File: config.mk
export PLATFORM = sky130hd
export DESIGN_NAME = fetch_decode_queue
export DESIGN_NICKNAME = d
export VERILOG_FILES = /design/src/rtl/fetch_decode_queue.sv
export SDC_FILE = /design/constraint.sdc
export NUM_CORES = 1
export LEC_CHECK = 0
export CAP_MARGIN = 20
export CORE_UTILIZATION = 27
export DETAILED_ROUTE_END_ITERATION = 16
export SLEW_MARGIN = 20
export SYNTH_ARGS = -nofsm -noshare
export SYNTH_HDL_FRONTEND = slang
export SYNTH_SLANG_ARGS = --single-unit
File: constraint.sdc
create_clock -name clk -period 9.4 [get_ports clk]
set_input_delay 1.88 -clock clk [delete_from_list [all_inputs] [get_ports clk]]
set_output_delay 1.88 -clock clk [all_outputs]
set_load 0.005 [all_outputs]
File: src/rtl/fetch_decode_queue.sv
// Instruction queue between fetch and decode: a small FIFO of {instr, pc} pairs with
// valid/ready on both sides and a single-cycle flush for branch/jump redirects.
module fetch_decode_queue #(
  parameter int unsigned DEPTH = 4,
  parameter int unsigned XLEN  = 32,
  parameter logic [31:0] NOP   = 32'h0000_0013
) (
  input  logic                     clk,
  input  logic                     rst_n,
  input  logic                     flush_i,
  input  logic                     in_valid_i,
  output logic                     in_ready_o,
  input  logic [31:0]              in_instr_i,
  input  logic [XLEN-1:0]          in_pc_i,
  output logic                     out_valid_o,
  input  logic                     out_ready_i,
  output logic [31:0]              out_instr_o,
  output logic [XLEN-1:0]          out_pc_o,
  output logic [XLEN-1:0]          out_pc_plus4_o,
  output logic [$clog2(DEPTH):0]   count_o
);

  localparam int unsigned PtrW = $clog2(DEPTH);
  localparam int unsigned CntW = PtrW + 1;
  localparam logic [CntW-1:0] Full = CntW'(DEPTH);

  logic [31:0]      instr_mem [DEPTH];
  logic [XLEN-1:0]  pc_mem    [DEPTH];

  logic [PtrW-1:0]  rd_ptr_q, rd_ptr_d;
  logic [PtrW-1:0]  wr_ptr_q, wr_ptr_d;
  logic [CntW-1:0]  count_q, count_d;
  logic             push, pop;

  // Ready depends only on occupancy, so a full queue refuses a push even when popping.
  assign in_ready_o  = (count_q != Full);
  assign out_valid_o = (count_q != '0);
  assign push        = in_valid_i & in_ready_o & ~flush_i;
  assign pop         = out_valid_o & out_ready_i & ~flush_i;

  always_comb begin
    rd_ptr_d = rd_ptr_q;
    wr_ptr_d = wr_ptr_q;
    count_d  = count_q;
    if (flush_i) begin
      rd_ptr_d = '0;
      wr_ptr_d = '0;
      count_d  = '0;
    end else begin
      if (push) wr_ptr_d = wr_ptr_q + PtrW'(1);
      if (pop)  rd_ptr_d = rd_ptr_q + PtrW'(1);
      if (push && !pop) begin
        count_d = count_q + CntW'(1);
      end else if (pop && !push) begin
        count_d = count_q - CntW'(1);
      end
    end
  end

  always_ff @(posedge clk or negedge rst_n) begin
    if (!rst_n) begin
      rd_ptr_q <= '0;
      wr_ptr_q <= '0;
      count_q  <= '0;
    end else begin
      rd_ptr_q <= rd_ptr_d;
      wr_ptr_q <= wr_ptr_d;
      count_q  <= count_d;
    end
  end

  // Storage needs no reset: contents are masked by out_valid_o whenever they are stale.
  always_ff @(posedge clk) begin
    if (push) begin
      instr_mem[wr_ptr_q] <= in_instr_i;
      pc_mem[wr_ptr_q]    <= in_pc_i;
    end
  end

  always_comb begin
    out_instr_o = NOP;
    out_pc_o    = '0;
    if (out_valid_o) begin
      out_instr_o = instr_mem[rd_ptr_q];
      out_pc_o    = pc_mem[rd_ptr_q];
    end
  end

  assign out_pc_plus4_o = out_pc_o + XLEN'(4);
  assign count_o        = count_q;

endmodule

==> flow_summary_export.csv <==
group,metric,value,unit
outcome,status,"completed",
yosys,synth.top_cell.area_share,0.704,
yosys,synthTopCellsByArea,"edfxtp_1 (70%), mux4_2 (13%), and2_1 (3.2%), dfrtp_1 (1.6%), xnor2_1 (1.5%)",
setup_path,critPathCapture,"out_pc_plus4_o[30]",
setup_path,r2r.worst_path.cells,10,
setup_path,cpMaxStageDelayCell,"dfrtp_4",
setup_path,cp-end-kind,"output port",
drt,vias,5885,
final_layout,fin_cells,1316,
yosys,ys_seq_area_frac,0.720,
power,power.density,273,nW/µm²
global_route,antenna_found_initial,1,
yosys,async_flop_share,0.0266,
placed_design,dp_cells,1262,
timing,slew_headroom,0.535,
timing,final.min_clock_period,6850,ps
final_layout,antenna_cells,0,
timing,rsz0062_at_grt,"false",
global_route,groute.usage.overall,0.130,
setup_path,critPathKind,"reg -> out",
clocking,post_cts_resized,0,
final_layout,final_nets,847,
floorplan,core_area,39800,µm²
yosys,synth_most_common_cell,"edfxtp_1",
setup_path,critPathMaxFanout,31,
yosys,syn_area,10900,µm²
placed_design,post-dp-hpwl,16700,µm
setup_path,crit_required,7520,ps
yosys,yosysWarningCount,0,
final_layout,drive_gt1_frac,0.159,
clocking,cts_tree,"yes",
timing,finalHoldViolCount,0,
setup_path,startpoint_type,"flip-flop",
floorplan,die_x,203,µm
setup_path,crit-reg2reg-launch,"count_o[0]",
power,ir_drop,0.000153,V
yosys,synth_ff_type,"edfxtp_1",
yosys,synth_edf_count,256,
setup_path,path_cells,"buf_12, buf_4, mux4_1, and2_1, ha_1, nand2_1, nor3_1, nand4_1, nor4_1, xor2_1, clkdlybuf4s50_1",
final_layout,syn_to_final_growth,29.4,%
timing,skew,19.5,ps
setup_path,crit_path_max_incr_delay,740,ps
yosys,synth.distinct_cells,42,
clocking,clockBufferDepth,3,
global_route,grt_max_degree,65,
yosys,yosysTopAreaCell,"edfxtp_1",
timing,setup_viol,0,
timing,fin_crit_sh,0.728,
clocking,clock-sinks,263,
timing,worstMarginPinSlew,698,ps
drt,vias_per_cell,4.47,
yosys,ys_ff_latch,263,
setup_path,reg2reg_to,"count_o[2]",
setup_path,critical_path_arrival,4970,ps
run,drv_cap,0,
clocking,ctsHoldBuffers,0,
clocking,post_cts_buffers,0,
clocking,h-tree-depth,1,
timing,final-max-slew-violation-count,0,
drt,wl,26700,µm
drt,first_iter_violations,246,
yosys,synth_commonest_cells,"edfxtp_1 (256), mux4_2 (61), and2_1 (55)",
yosys,syn-num-nets,665,
yosys,synth_area_per_cell,18.5,µm²
drt,antenna_left,0,
floorplan,fp.dieH,203,µm
clocking,root_buffer,"clkbuf_16",
floorplan,dieArea,41300,µm²
placed_design,gp_congestion,0.746,
drt,drc,0,
clocking,clk_latency,550,ps
global_route,grt_pass1_wl,39900,µm
floorplan,rows,73,
setup_path,startpoint,"rd_ptr_q[0]",
floorplan,ios,170,
power,leakage,4.51,nW
yosys,syn-instance-count,590,
global_route,grt_pass1_vias,6328,
drt,routedWlPerCell,20.3,µm
floorplan,start_util,0.274,
global_route,grt_overflow,0,
setup_path,r2r_slack,6410,ps
final_layout,finish.utilization,0.355,
hold_path,min_path_type,"reg -> reg",
timing,finalSetupTns,0,ps
placed_design,portBuffers,169,
drt,first_pass_iters,5,
timing,fmax,0.146,GHz
clocking,path_clk_slew,60,ps
clocking,cts_buffers,30,
[worst min path at each step]
stage	cells past startpoint	endpoint	startpoint
after floorplan	2	wr_ptr_q[1]	wr_ptr_q[1]
after detailed placement	2	wr_ptr_q[1]	wr_ptr_q[1]
after global routing	2	wr_ptr_q[1]	wr_ptr_q[1]
final	2	wr_ptr_q[1]	wr_ptr_q[1]
after global placement	2	wr_ptr_q[1]	wr_ptr_q[1]
after CTS	2	wr_ptr_q[1]	wr_ptr_q[1]
[sequential cells by signal, indices dropped and copies added, names as in the netlist]
name       flops
count_o        3
instr_mem    128
pc_mem       128
rd_ptr_q       2
wr_ptr_q       2
[critical path, delay by kind of cell, from the launching register on]
kind,cells,cell delay [ps]
and+or+nand+nor,5,1620
buffers and inverters,3,1240
DFF,1,740
muxes,1,360
adders and majority gates,1,230
xor gates and xnor gates,1,180
[layout by cell type, fill, tap and decap left out, types with 2 or more instances in the layout]
master,netlist,final
edfxtp_1,256,256
clkdlybuf4s50_1,0,169
mux4_2,61,61
and2_1,55,51
nand2_1,40,40
clkbuf_16,0,31
nor2_1,22,22
xnor2_1,19,19
inv_1,17,16
nand3_1,13,13
xor2_1,13,13
clkbuf_1,12,11
nor4_1,7,7
buf_4,4,7
mux4_1,5,5
or2_2,5,5
ha_1,5,5
clkinv_1,0,5
dfrtp_1,7,5
nor3_1,5,4
and2_4,0,4
inv_2,2,3
or4_1,3,3
nand4_1,3,3
clkinv_2,0,3
mux2i_1,2,2
mux2_2,2,2
or3_1,2,2
o21ai_0,2,2
a211oi_1,2,2
a21oi_1,2,2
buf_12,0,2
dfrtp_4,0,2
[cells by family (layout without fill, tap and decap cells)]
| group | after synthesis | in the layout | share of synthesized area |
|---|---|---|---|
| AO/OA/AOI/OAI | 12 | 12 | 0.00779 |
| XOR/XNOR | 32 | 32 | 0.0257 |
| adder cells (fa/ha/maj) | 6 | 6 | 0.00756 |
| buffers and inverters | 48 | 249 | 0.0215 |
| flip-flops | 263 | 263 | 0.720 |
| multiplexers | 70 | 70 | 0.142 |
| AND/OR/NAND/NOR | 159 | 159 | 0.0758 |
[final cells by class]
class	count	area, µm²
fill	3835	25700
sequential	263	7870
multi-input combinational	279	2840
timing repair buffer	179	1810
clock buffer	42	817
tap	525	657
inverter	19	71.3
clock inverter	9	63.8
[where the power goes]
part | leakage (nW) | total (W) | internal (W) | switching (W)
Combinational | 1.67 | 0.00138 | 0.000772 | 0.000603
Sequential | 2.41 | 0.00142 | 0.00137 | 0.0000583
Clock | 0.429 | 0.00106 | 0.000624 | 0.000434
[layer usage]
layer	global-route usage	up-vias	routed length (µm)
met5	0	-	13
met4	0.0279	2	469
met3	0.0289	33	1740
met2	0.212	193	12500
met1	0.176	2992	12000
li1	-	2665	-
[through the flow]
step,instance area [µm²],total power (W),setup WS (ps),hold WS [ps]
finish,14100,0.00386,2550,589
floorplan,10900,0.00210,4900,543
global route,14100,0.00406,2150,614
detailed placement,13200,0.00284,2840,571
CTS,14100,0.00392,2260,584
global placement,13200,0.00284,2910,582
Note: power is estimated with default switching activity, not from simulation.
